<file path="src/rtl/jogo_pkg.sv">
// jogo_pkg: shared move width, FSM encoding and player indices for the move-capture stage
package jogo_pkg;
  localparam int MOVE_W_DEF = 2;
  typedef enum logic [1:0] {IDLE, COLETA, COMPARA, APRESENTA} estado_t;
  localparam int J1 = 0;
  localparam int J2 = 1;
  localparam int J3 = 2;
  localparam int J4 = 3;
endpackage

</file>
<file path="src/rtl/comparador_pares.sv">
// comparador_pares: six pairwise equality bits of four moves, ordered {12,13,14,23,24,34}
module comparador_pares
  import jogo_pkg::*;
#(
  parameter int W = MOVE_W_DEF
) (
  input  logic [4*W-1:0] jogada,
  output logic [5:0]     iguais
);
  logic [W-1:0] a, b, c, d;
  assign a = jogada[J1*W +: W];
  assign b = jogada[J2*W +: W];
  assign c = jogada[J3*W +: W];
  assign d = jogada[J4*W +: W];
  assign iguais = {a == b, a == c, a == d, b == c, b == d, c == d};
endmodule

</file>
<file path="src/rtl/captura_jogadas.sv">
// captura_jogadas: locks one move per player per round, registers pairwise-equality flags
// and holds them with Comp_Valid until Ack; a stalled round aborts with a Timeout pulse.
module captura_jogadas
  import jogo_pkg::*;
#(
  parameter int MOVE_W  = MOVE_W_DEF,
  parameter int TIMEOUT = 255
) (
  input  logic                Clk,
  input  logic                Reset,
  input  logic [4*MOVE_W-1:0] Jogada,
  input  logic [3:0]          Valid,
  input  logic                Ack,
  output logic                Pronto,
  output logic [3:0]          Travado,
  output logic                XJ1eJ2,
  output logic                XJ1eJ3,
  output logic                XJ1eJ4,
  output logic                XJ2eJ3,
  output logic                XJ2eJ4,
  output logic                XJ3eJ4,
  output logic                Comp_Valid,
  output logic                Timeout
);
  localparam logic [15:0] LIMITE = 16'(TIMEOUT - 1);
  estado_t             state;
  logic [15:0]         cnt;
  logic [4*MOVE_W-1:0] moves, moves_next;
  logic [5:0]          flags, iguais;
  logic [3:0]          novo, mask_next;
  assign novo      = Valid & ~Travado;
  assign mask_next = Travado | Valid;
  assign Pronto    = (state == IDLE) || (state == COLETA);
  assign {XJ1eJ2, XJ1eJ3, XJ1eJ4, XJ2eJ3, XJ2eJ4, XJ3eJ4} = flags;
  // first offer per player wins; already-locked slices keep their move
  always_comb begin
    moves_next = moves;
    for (int i = 0; i < 4; i++)
      if (novo[i]) moves_next[i*MOVE_W +: MOVE_W] = Jogada[i*MOVE_W +: MOVE_W];
  end
  comparador_pares #(.W(MOVE_W)) u_cmp (.jogada(moves), .iguais(iguais));
  always_ff @(posedge Clk or posedge Reset) begin
    if (Reset) begin
      state      <= IDLE;
      cnt        <= '0;
      moves      <= '0;
      flags      <= '0;
      Travado    <= '0;
      Comp_Valid <= 1'b0;
      Timeout    <= 1'b0;
    end else begin
      Timeout <= 1'b0;
      case (state)
        IDLE: if (|Valid) begin
          Travado <= mask_next;
          moves   <= moves_next;
          cnt     <= '0;
          state   <= &mask_next ? COMPARA : COLETA;
        end
        COLETA: if (&mask_next) begin
          Travado <= mask_next;
          moves   <= moves_next;
          state   <= COMPARA;
        end else if (cnt == LIMITE) begin
          Travado <= '0;
          moves   <= '0;
          Timeout <= 1'b1;
          state   <= IDLE;
        end else begin
          Travado <= mask_next;
          moves   <= moves_next;
          cnt     <= cnt + 16'd1;
        end
        COMPARA: begin
          flags <= iguais;
          state <= APRESENTA;
        end
        APRESENTA: if (Comp_Valid && Ack) begin
          Comp_Valid <= 1'b0;
          flags      <= '0;
          Travado    <= '0;
          moves      <= '0;
          state      <= IDLE;
        end else Comp_Valid <= 1'b1;
        default: state <= IDLE;
      endcase
    end
  end
endmodule

</file>
<file path="config.mk">
export PLATFORM = sky130hd
export DESIGN_NAME = captura_jogadas
export DESIGN_NICKNAME = d
export VERILOG_FILES = /design/src/rtl/jogo_pkg.sv /design/src/rtl/comparador_pares.sv /design/src/rtl/captura_jogadas.sv
export SDC_FILE = /design/constraint.sdc
export NUM_CORES = 1
export LEC_CHECK = 0
export CAP_MARGIN = 0
export CELL_PAD_IN_SITES_DETAIL_PLACEMENT = 0
export CELL_PAD_IN_SITES_GLOBAL_PLACEMENT = 1
export CORE_ASPECT_RATIO = 1.25
export CORE_MARGIN = 2
export CORE_UTILIZATION = 40
export CTS_BUF_LIST = sky130_fd_sc_hd__clkbuf_8
export DETAILED_ROUTE_END_ITERATION = 6
export GPL_TIMING_DRIVEN = 0
export HOLD_SLACK_MARGIN = 0.03
export PLACE_DENSITY_LB_ADDON = 0.3
export SYNTH_ARGS = -nofsm -noshare
export SYNTH_HDL_FRONTEND = slang
export SYNTH_SLANG_ARGS = --single-unit
</file>
<file path="constraint.sdc">
create_clock -name Clk -period 3.7 [get_ports Clk]
set_clock_uncertainty 0.15 [all_clocks]
set_input_delay 0.555 -clock Clk [delete_from_list [all_inputs] [get_ports Clk]]
set_output_delay 0.555 -clock Clk [all_outputs]
set_load 0.05 [all_outputs]
</file>
==> qor.csv, run 1 <==
stage,metric,value,unit
outcome,outcome,finished clean,
routing,drt_iter0_drc,87,
timing,hold_ws,0.349,ns
setup_path,critPathTopFamily,buffers and inverters,
floorplanning,row_count,28,
setup_path,r2r-start,cnt[0]$_DFFE_PP0P_,
floorplanning,die-height,83.6,um
clock_network,numCtsBuffers,5,
routing,dr_total_vias,1541,
clock_network,cts_tree,yes,
grt,grt.total_usage,17.6,%
placed_design,dp_hpwl,3.27,mm
power_and_ir_drop,power_frac_seq,32.4,%
clock_network,cts_hold_buffers,0,
floorplanning,fp.coreArea,4800,um^2
yosys,netlist_instances,195,
yosys,synth.distinct_cells,40,
power_and_ir_drop,p_sw,0.000818,W
worst_hold_path,hold_path_depth,1,
yosys,synth-edff-count,0,
yosys,ys_seq_area_share,46.9,%
timing,finalCriticalPeriod,2.55,ns
final_layout,antennaDiodeCount,0,
setup_path,slowest_stage,clkdlybuf4s50_1,
final_layout,nFillCells,450,
timing,max_slew_margin,47.0,%
final_layout,regArea,951,um^2
routing,wl,4.35,mm
job,max_cap_viol_count,0,
floorplanning,die_w,67.7,um
final_layout,fin_nets,246,
grt,grt_max_degree,39,
clock_network,postCtsSetupRepairBufs,0,
clock_network,clk_path_buf_depth,2,
final_layout,multi_input_area,1010,um^2
timing,tns,0,ns
yosys,syn_nets,212,
timing,fmaxAchievable,392,MHz
placed_design,port_buffers,27,
grt,grt_pass1_vias,1503,
yosys,yosys_register_bits,38,
setup_path,cp-start-kind,flip-flop,
clock_network,post_cts_resized,0,
floorplanning,initial_core_util,42.2,%
power_and_ir_drop,p_int,0.00117,W
routing,dr.pass1.iters,4,
floorplanning,die-area,5650,um^2
timing,post-route-period-util,68.9,%
floorplanning,ios,28,
setup_path,path_class,reg -> out,
routing,drc_errors,0,
clock_network,root_buffer,clkbuf_8,
worst_hold_path,min_to,flags[4]$_DFFE_PP0P_,
worst_hold_path,min_path_type,reg -> reg,
clock_network,clk_latency,0.29,ns
setup_path,critPathCaptureType,output pin,
timing,rsz0062_at_grt,no,
clock_network,cts_sinks,38,
timing,final_hold_viol_count,0,
timing,final-setup-viol-count,0,
final_layout,drive_above_1_share,10.9,%
yosys,synthTopCellsByArea,"dfrtp_1 (47%), xnor2_1 (11%), nor2_1 (6.3%), mux2i_1 (4.0%), nor4_1 (3.1%)",
power_and_ir_drop,clkPwrFrac,21.8,%
setup_path,cp_slowest_stage_delay,0.83,ns
setup_path,worst_ep_arrival_time,1.84,ns
yosys,ys.flop_type,dfrtp_1,
grt,antenna_found_initial,0,
clock_network,htreeDepth,2,
yosys,yosysTopAreaCell,dfrtp_1,
yosys,synth_area,2030,um^2
final_layout,syn_to_final_growth,24.1,%
worst_hold_path,hp-start,flags[4]$_DFFE_PP0P_,
clock_network,clk_pin_slew_worst_paths,0.08,ns
power_and_ir_drop,power_density,792,nW/um^2
grt,grt_pass1_wl,7.53,mm
grt,overflow,0,
timing,worst_slew_pin_slew,0.793,ns
routing,wl_per_cell,15.0,um
setup_path,cp_max_fo,10,
routing,vias_per_cell,5.31,
power_and_ir_drop,switching_share,41.1,%
power_and_ir_drop,ir_drop,0.590,mV
power_and_ir_drop,leakage,0.995,nW
setup_path,critPathBufInv,3,
setup_path,r2r_end,moves[0]$_DFFE_PP0P_,
yosys,avgSynthCellArea,10.4,um^2
setup_path,reg2reg_depth,8,
timing,final_max_slew_viol_count,0,
placed_design,place.gp.congestion,0.764,
yosys,synthArstFlopShare,100,%
setup_path,ff2ff_setup_slack,1.65,ns
setup_path,critPathRequiredTime,2.99,ns
setup_path,path_cells,buf_2 -> inv_1 -> clkdlybuf4s50_1,
power_and_ir_drop,pwr-share-comb,45.7,%
routing,ant_nets,0,
yosys,ys.warnings.count,0,
yosys,yosysTopAreaCellShare,46.9,%
-- area by class of cell --
class	instances	share of cell area [%]
inverters	5	0.747
plain buffers	5	1.74
repair buffers	27	10.8
well taps	60	2.99
flip-flops and latches	38	37.8
clock buffers	6	3.29
multi-input cells	147	40.3
clock inverters	2	2.39
-- stage by stage --
stage / cells / total power (W) / instance area, um^2 / utilization [%] / setup WS, ns
2_1_floorplan: 195 / 0.00131 / 2030 / - / 1.71
6_report: 290 / 0.00199 / 2510 / 52.4 / 1.15
3_5_place_dp: 282 / 0.00157 / 2370 / 49.4 / 1.03
3_3_place_gp: 282 / 0.00157 / 2370 / 49.4 / 1.05
5_1_grt: 290 / 0.00211 / 2510 / 52.4 / 1.08
4_1_cts: 290 / 0.00201 / 2510 / 52.4 / 1.13
-- worst max-delay path by stage --
stage                                    start  cells after the start  slack (ns)                  end
final                     state[1]$_DFFE_PP0P_                      3        1.15               Pronto
after global routing      state[1]$_DFFE_PP0P_                      3        1.08               Pronto
after CTS                 state[1]$_DFFE_PP0P_                      3        1.13               Pronto
after detailed placement              Valid[3]                      7        1.03   cnt[5]$_DFFE_PP0P_
after global placement                Valid[3]                      7        1.05  cnt[10]$_DFFE_PP0P_
after floorplan                       Valid[3]                      5        1.71   cnt[0]$_DFFE_PP0P_
-- sequential cells by signal (all words and copies together), names as in the netlist --
name,count
Travado,4
Comp_Valid,1
moves,8
flags,6
Timeout,1
cnt,16
state,2
-- cells by family after synthesis --
kind of cell | count (synthesis) | share of synthesized area, %
AND/OR/NAND/NOR | 86 | 23.2
flip-flops | 38 | 46.9
XOR/XNOR | 26 | 11.2
AO/OA/AOI/OAI | 24 | 9.76
buffers and inverters | 10 | 3.09
multiplexers | 9 | 4.51
adder cells (fa/ha/maj) | 2 | 1.24
-- placed cells by master, fill, tap and decap left out, drive strengths merged, types with 4 or more instances in the layout --
master         instances
nor4                  10
a21oi                  7
nand3                  5
buf                    4
clkdlybuf4s50         27
nand2                 10
inv                    5
mux2i                  8
nor3b                  4
nor2                  35
clkbuf                 7
dfrtp                 38
xnor2                 26
nor3                   6
a32o                   6
-- worst reg2reg max path, delay by kind of cell (launching register included) --
kind | cells | cell delay (ns)
buf+inv | 2 | 0.35
fa+ha+maj | 1 | 0.14
compound gates | 1 | 0.09
simple gates | 4 | 0.77
flops | 1 | 0.45
-- layer usage --
layer	GRT usage (%)	part of all wire, %
met5	0	0
met4	6.12	1.5
met3	4.18	3.1
met2	28.6	52
met1	22.4	44
-- cells in the mapped netlist, drive strengths merged (3+ instances only) --
cell and n:
xnor2 26, nor3 6, nand3 5, mux2i 8, nor3b 4, o21ai 3, a21oi 7, nor4 10
or2 3, a32o 6, dfrtp 38, inv 5, and4 3, buf 4, nand2 10, nor2 35
-- power by group through the flow --
stage	clock network (W)	logic, W	registers (W)
floorplan	0	0.000496	0.000809
global placement	0	0.000916	0.000650
detailed placement	0	0.000919	0.000653
CTS	0.000443	0.000923	0.000646
global route	0.000461	0.000989	0.000661
finish	0.000435	0.000910	0.000646
Note: power is estimated with default switching activity, not from simulation.
==> run 2, diff against run 1 <==
==> constraint.sdc (replaced) <==
create_clock -name Clk -period 2.2 [get_ports Clk]
set_clock_uncertainty 0.15 [all_clocks]
set_input_delay 0.33 -clock Clk [delete_from_list [all_inputs] [get_ports Clk]]
set_output_delay 0.33 -clock Clk [all_outputs]
set_load 0.05 [all_outputs]
==> qor.csv, run 2 (synthesized netlist as in run 1, its figures left out) <==
stage,metric,value,unit,change
power_and_ir_drop,switching_share,41.2,%,was 41.1%
setup_path,path_cells,clkdlybuf4s50_1 -> or4_4 -> o31ai_4 -> nor4_1 -> xnor2_1 -> nor2_1,,was buf_2 -> inv_1 -> clkdlybuf4s50_1
clock_network,htreeDepth,2,,unchanged
timing,fmaxAchievable,480,MHz,
setup_path,cp-start-kind,primary input,,was flip-flop
final_layout,layout_common_cells,"dfrtp_1 (38), nor2_1 (33), xnor2_1 (26), clkdlybuf4s50_1 (26), nand2_1 (10)",,"was dfrtp_1 (38), nor2_1 (34), clkdlybuf4s50_1 (27)"
final_layout,nFillCells,448,,was 450
power_and_ir_drop,leakage,1.02,nW,was 0.995 nW
clock_network,cts_hold_buffers,0,,unchanged
setup_path,worst_ep_arrival_time,2.11,ns,was 1.84 ns
timing,max_slew_margin,46.8,%,was 47.0%
setup_path,r2r-start,cnt[0]$_DFFE_PP0P_,,unchanged
grt,grt.total_usage,17.6,%,unchanged
grt,grt_max_degree,39,,unchanged
timing,post-route-period-util,94.7,%,
final_layout,regMostFlops,cnt,,unchanged
worst_hold_path,min_path_type,reg -> reg,,unchanged
setup_path,critPathTopFamily,simple AND/OR/NAND/NOR gates,,was buffers and inverters
floorplanning,fp.coreArea,4800,um^2,unchanged
floorplanning,row_count,28,,unchanged
setup_path,r2r_end,cnt[5]$_DFFE_PP0P_,,was moves[0]$_DFFE_PP0P_
routing,drc_errors,0,,unchanged
final_layout,drive_above_1_share,13.3,%,was 10.9%
power_and_ir_drop,p_sw,0.00139,W,was 0.000818 W
final_layout,fin_nets,249,,was 246
routing,dr.pass1.iters,4,,unchanged
routing,wl_per_cell,15.1,um,was 15.0 um
clock_network,clk_latency,0.29,ns,about the same
grt,overflow,0,,unchanged
floorplanning,die_w,67.7,um,unchanged
setup_path,crit_start,Valid[3],,was state[1]$_DFFE_PP0P_
routing,vias_per_cell,5.35,,was 5.31
timing,final_max_slew_viol_count,0,,unchanged
setup_path,reg2reg_depth,8,,unchanged
placed_design,dp_hpwl,3.27,mm,unchanged
setup_path,cp_max_fo,7,,was 10
grt,antenna_found_initial,0,,unchanged
routing,ant_nets,0,,unchanged
floorplanning,die-area,5650,um^2,unchanged
clock_network,numCtsBuffers,5,,unchanged
final_layout,syn_to_final_growth,26.0,%,was 24.1%
final_layout,final_common_cell,dfrtp_1,,unchanged
setup_path,critPathBufInv,1,,was 3
setup_path,crit_end,cnt[14]$_DFFE_PP0P_,,was Pronto
clock_network,clk_pin_slew_worst_paths,0.08,ns,about the same
setup_path,critPathRequiredTime,2.22,ns,was 2.99 ns
power_and_ir_drop,ir_drop,0.871,mV,was 0.590 mV
setup_path,critPathCaptureType,flip-flop,,was output pin
job,max_cap_viol_count,0,,unchanged
timing,tns,0,ns,unchanged
timing,finalCriticalPeriod,2.08,ns,
timing,final_hold_viol_count,0,,unchanged
power_and_ir_drop,clkPwrFrac,21.7,%,was 21.8%
routing,wl,4.43,mm,was 4.35 mm
final_layout,multi_input_area,1030,um^2,was 1010 um^2
power_and_ir_drop,power_density,1320,nW/um^2,was 792 nW/um^2
grt,grt_pass1_vias,1503,,unchanged
clock_network,cts_tree,yes,,unchanged
setup_path,ff2ff_setup_slack,0.17,ns,was 1.65 ns
placed_design,port_buffers,27,,unchanged
routing,dr_total_vias,1568,,was 1541
placed_design,place.gp.congestion,0.764,,unchanged
setup_path,slowest_stage,or4_4,,was clkdlybuf4s50_1
final_layout,antennaDiodeCount,0,,unchanged
clock_network,root_buffer,clkbuf_8,,unchanged
grt,grt_pass1_wl,7.53,mm,unchanged
power_and_ir_drop,power_frac_seq,32.3,%,was 32.4%
timing,rsz0062_at_grt,no,,unchanged
routing,drt_iter0_drc,86,,was 87
clock_network,cts_sinks,38,,unchanged
power_and_ir_drop,pwr-share-comb,46.0,%,was 45.7%
final_layout,regArea,951,um^2,unchanged
floorplanning,ios,28,,unchanged
outcome,outcome,finished clean,,unchanged
floorplanning,initial_core_util,42.2,%,unchanged
floorplanning,die-height,83.6,um,unchanged
setup_path,cp_slowest_stage_delay,0.60,ns,was 0.83 ns
final_layout,top_regs,"cnt x16, moves x8, flags x6",,unchanged
clock_network,clk_path_buf_depth,2,,unchanged
power_and_ir_drop,p_int,0.00198,W,was 0.00117 W
final_layout,final_util,53.2,%,was 52.4%
timing,final-setup-viol-count,0,,unchanged
final_layout,largest_reg_flops,16,,unchanged
setup_path,path_class,in -> reg,,was reg -> out
setup_path,cp.depth,6,,was 3
timing,worst_slew_pin_slew,0.797,ns,was 0.793 ns
[run 2: final cells by class]
type / instances / share of cell area, %
Inverter: 5 / 0.735
Buffer: 5 / 1.81
Clock buffer: 6 / 3.24
Timing Repair Buffer: 30 / 11.4
Clock inverter: 2 / 2.35
Tap cell: 60 / 2.94
Multi-Input combinational cell: 147 / 40.2
Sequential cell: 38 / 37.3
[run 2: through the flow]
step	power, W	cell area, um^2	hold slack (ns)	setup WS [ns]	std cells
5_1_grt	0.00356	2550	0.376	0.0160	293
3_3_place_gp	0.00263	2370	0.328	-0.228	282
2_1_floorplan	0.00220	2030	0.330	0.277	195
6_report	0.00336	2550	0.349	0.117	293
3_5_place_dp	0.00264	2370	0.340	-0.241	282
4_1_cts	0.00338	2510	0.357	0.0700	290
[run 2: what timing repair did]
action	in CTS	in global routing
buffers inserted	0	3
gates cloned	0	0
resized for setup	1	4
pin swaps	0	1
endpoints found under the setup margin	1	18
[run 2: power by group through the flow]
stage / sequential [W] / clock, W / combinational [W]
after floorplan: 0.00136 / 0 / 0.000834
after global placement: 0.00109 / 0 / 0.00154
after detailed placement: 0.00110 / 0 / 0.00155
after CTS: 0.00109 / 0.000746 / 0.00154
after global routing: 0.00111 / 0.000775 / 0.00168
final: 0.00109 / 0.000729 / 0.00155
[run 2: routing by layer]
metal  part of all wire (%)  vias to the layer above  GRT usage [%]  wire [um]
met3                    3.3                        6           4.18        148
li1                       -                      764              -          -
met4                    1.5                        0           6.12         65
met1                     44                      771           22.4       1930
met5                      0                        -              0          0
met2                     52                       27           28.6       2280
[run 2: how the worst min path moves through the flow]
stage                         startpoint                endpoint  slack [ns]  cells after the start
detailed placement  flags[4]$_DFFE_PP0P_    flags[4]$_DFFE_PP0P_        0.34                      1
global route        flags[5]$_DFFE_PP0P_    flags[5]$_DFFE_PP0P_        0.38                      1
finish              flags[4]$_DFFE_PP0P_    flags[4]$_DFFE_PP0P_        0.35                      1
global placement    flags[5]$_DFFE_PP0P_    flags[5]$_DFFE_PP0P_        0.33                      1
floorplan                       Valid[0]  Travado[0]$_DFFE_PP0P_        0.33                      2
CTS                 flags[4]$_DFFE_PP0P_    flags[4]$_DFFE_PP0P_        0.36                      1
[run 2: worst register-to-register path: cells and delay by family (launching register included)]
kind	cells	cell delay, ns
buffers and inverters	2	0.27
xor gates and xnor gates	1	0.16
DFF	1	0.46
adders and majority gates	1	0.20
and+or+nand+nor	4	0.69
==> run 3, diff against run 2 <==
--- a/config.mk
+++ b/config.mk
@@ -10,8 +10,8 @@
 export CELL_PAD_IN_SITES_GLOBAL_PLACEMENT = 1
 export CORE_ASPECT_RATIO = 1.25
 export CORE_MARGIN = 2
-export CORE_UTILIZATION = 40
-export CTS_BUF_LIST = sky130_fd_sc_hd__clkbuf_8
+export CORE_UTILIZATION = 38
+export CTS_BUF_LIST = sky130_fd_sc_hd__clkbuf_8 sky130_fd_sc_hd__clkbuf_16
 export DETAILED_ROUTE_END_ITERATION = 6
 export GPL_TIMING_DRIVEN = 0
 export HOLD_SLACK_MARGIN = 0.03
==> qor.csv, run 3 (synthesized netlist as in run 1, its figures left out) <==
stage,metric,value,unit,change
setup_path,critPathBufInv,1,,unchanged
final_layout,final_area,2490,um^2,was 2550 um^2
clock_network,cts_tree,yes,,unchanged
placed_design,place.gp.congestion,0.772,,was 0.764
setup_path,critPathRequiredTime,2.23,ns,was 2.22 ns
floorplanning,die_w,69.3,um,was 67.7 um
final_layout,fin_nets,249,,unchanged
grt,grt_pass1_vias,1515,,was 1503
floorplanning,ios,28,,unchanged
timing,worst_slack,0.130,ns,was 0.117 ns
timing,worst_slew_pin_slew,0.801,ns,was 0.797 ns
grt,grt_max_degree,39,,unchanged
setup_path,critPathCaptureType,flip-flop,,unchanged
clock_network,cts_hold_buffers,0,,unchanged
clock_network,numCtsBuffers,5,,unchanged
power_and_ir_drop,pwr-share-comb,49.2,%,was 46.0%
final_layout,largest_reg_flops,16,,unchanged
floorplanning,die-height,85.6,um,was 83.6 um
clock_network,root_buffer,clkbuf_8,,unchanged
final_layout,syn_to_final_growth,23.1,%,was 26.0%
clock_network,clk_pin_slew_worst_paths,0.08,ns,about the same
timing,final_max_slew_viol_count,0,,unchanged
timing,max_slew_margin,46.5,%,was 46.8%
timing,hold_ws,0.350,ns,was 0.349 ns
final_layout,antennaDiodeCount,0,,unchanged
power_and_ir_drop,p_int,0.00174,W,was 0.00198 W
placed_design,port_buffers,27,,unchanged
setup_path,cp-start-kind,primary input,,unchanged
floorplanning,die-area,5930,um^2,was 5650 um^2
final_layout,nFillCells,479,,was 448
placed_design,dpl_cell_area,2370,um^2,about the same
setup_path,path_cells,clkdlybuf4s50_1 -> or4_4 -> o31ai_4 -> nor4_1 -> xnor2_1 -> nor2_1,,unchanged
grt,grt_pass1_wl,7.52,mm,was 7.53 mm
grt,grt.total_usage,16.1,%,was 17.6%
clock_network,clk_path_buf_depth,2,,unchanged
floorplanning,initial_core_util,39.6,%,was 42.2%
grt,antenna_found_initial,0,,unchanged
setup_path,cp_slowest_stage_delay,0.60,ns,about the same
power_and_ir_drop,power_frac_seq,34.6,%,was 32.3%
routing,drt_iter0_drc,40,,was 86
power_and_ir_drop,switching_share,44.4,%,was 41.2%
routing,vias_per_cell,5.32,,was 5.35
final_layout,final_util,48.7,%,was 53.2%
power_and_ir_drop,power_density,1260,nW/um^2,was 1320 nW/um^2
placed_design,dp_hpwl,3.28,mm,was 3.27 mm
power_and_ir_drop,ir_drop,0.623,mV,was 0.871 mV
final_layout,top_regs,"cnt x16, moves x8, flags x6",,unchanged
clock_network,clk_latency,0.29,ns,about the same
timing,post-route-period-util,94.1,%,was 94.7%
routing,wl_per_cell,15.0,um,was 15.1 um
routing,wl,4.42,mm,was 4.43 mm
placed_design,dpl_worst_slack,-0.265,ns,was -0.241 ns
floorplanning,row_count,29,,was 28
timing,final_hold_viol_count,0,,unchanged
routing,dr_total_vias,1568,,unchanged
setup_path,worst_ep_arrival_time,2.10,ns,was 2.11 ns
power_and_ir_drop,leakage,0.990,nW,was 1.02 nW
timing,rsz0062_at_grt,no,,unchanged
outcome,outcome,finished clean,,unchanged
setup_path,cp_max_fo,7,,unchanged
power_and_ir_drop,total_power,0.00313,W,was 0.00336 W
timing,fmaxAchievable,483,MHz,was 480 MHz
timing,final-setup-viol-count,0,,unchanged
floorplanning,fp.coreArea,5120,um^2,was 4800 um^2
worst_hold_path,min_path_type,reg -> reg,,unchanged
routing,ant_nets,0,,unchanged
setup_path,slowest_stage,or4_4,,unchanged
timing,finalCriticalPeriod,2.07,ns,was 2.08 ns
setup_path,path_class,in -> reg,,unchanged
final_layout,final_common_cell,dfrtp_1,,unchanged
final_layout,regMostFlops,cnt,,unchanged
final_layout,layout_common_cells,"dfrtp_1 (38), nor2_1 (34), xnor2_1 (26), clkdlybuf4s50_1 (26)",,"was dfrtp_1 (38), nor2_1 (33), xnor2_1 (26), clkdlybuf4s50_1 (26), nand2_1 (10)"
routing,dr.pass1.iters,4,,unchanged
routing,drc_errors,0,,unchanged
power_and_ir_drop,p_sw,0.00139,W,about the same
grt,overflow,0,,unchanged
clock_network,htreeDepth,2,,unchanged
power_and_ir_drop,clkPwrFrac,16.2,%,was 21.7%
setup_path,critPathTopFamily,simple AND/OR/NAND/NOR gates,,unchanged
clock_network,cts_sinks,38,,unchanged
job,max_cap_viol_count,0,,unchanged
final_layout,drive_above_1_share,12.4,%,was 13.3%
[run 3: cell count changes in the layout (fill, tap and decap cells not counted), sizes merged]
cell      change
buf           +1
bufinv        -2
clkbuf        -1
clkinv        +1
clkinvlp      +1
[run 3: routing by layer]
metal / global-route usage (%) / share of wire [%] / vias to the layer above
met3: 4.00 / 3.4 / 6
met4: 5.35 / 1.4 / 0
li1: - / - / 765
met1: 19.7 / 44 / 773
met5: 0 / 0 / -
met2: 27.8 / 51 / 24
[run 3: final timing paths]
kind / startpoint / end / slack [ns] / depth (start not counted)
worst min-delay path: flags[4]$_DFFE_PP0P_ / flags[4]$_DFFE_PP0P_ / 0.35 / 1
min in group asynchronous: Reset / flags[3]$_DFFE_PP0P_ / 0.36 / 2
max in group asynchronous: Reset / cnt[9]$_DFFE_PP0P_ / 1.04 / 2
worst max register to register: cnt[0]$_DFFE_PP0P_ / cnt[4]$_DFFE_PP0P_ / 0.16 / 8
worst min register to register: flags[4]$_DFFE_PP0P_ / flags[4]$_DFFE_PP0P_ / 0.35 / 1
worst max-delay path: Valid[3] / cnt[13]$_DFFE_PP0P_ / 0.13 / 6
[run 3: repair_timing]
action	CTS	global route
buffers inserted	0	3
resized for setup	1	3
pin swaps	0	1
setup endpoints to repair	1	20
[run 3: area by class of cell]
type	count	area, um^2	area share (%)
Tap cell	62	77.6	3.11
Multi-Input combinational cell	147	1010	40.6
Buffer	5	46.3	1.86
Clock inverter	2	12.5	0.502
Inverter	5	18.8	0.753
Timing Repair Buffer	30	292	11.7
Clock buffer	6	82.6	3.31
Sequential cell	38	951	38.1
[run 3: worst register-to-register path: stages (launching register included)]
cell and delay (ns):
dfrtp_1 0.45, inv_1 0.07, ha_1 0.19, nor4b_1 0.14, and4_2 0.21, buf_2 0.19
nor4_1 0.32, xnor2_1 0.16, nor2_1 0.05
[run 3: power by group through the flow]
stage | Sequential (W) | Combinational, W | Clock (W)
after global placement | 0.00110 | 0.00154 | 0
after CTS | 0.00109 | 0.00155 | 0.000526
after detailed placement | 0.00110 | 0.00155 | 0
after floorplan | 0.00136 | 0.000834 | 0
after global routing | 0.00112 | 0.00168 | 0.000547
final | 0.00108 | 0.00154 | 0.000508
[run 3: metrics by stage]
step | setup TNS, ns | cells
5_1_grt | 0 | 295
3_5_place_dp | -4.98 | 284
2_1_floorplan | 0 | 195
6_report | 0 | 295
4_1_cts | 0 | 292
3_3_place_gp | -6.99 | 284
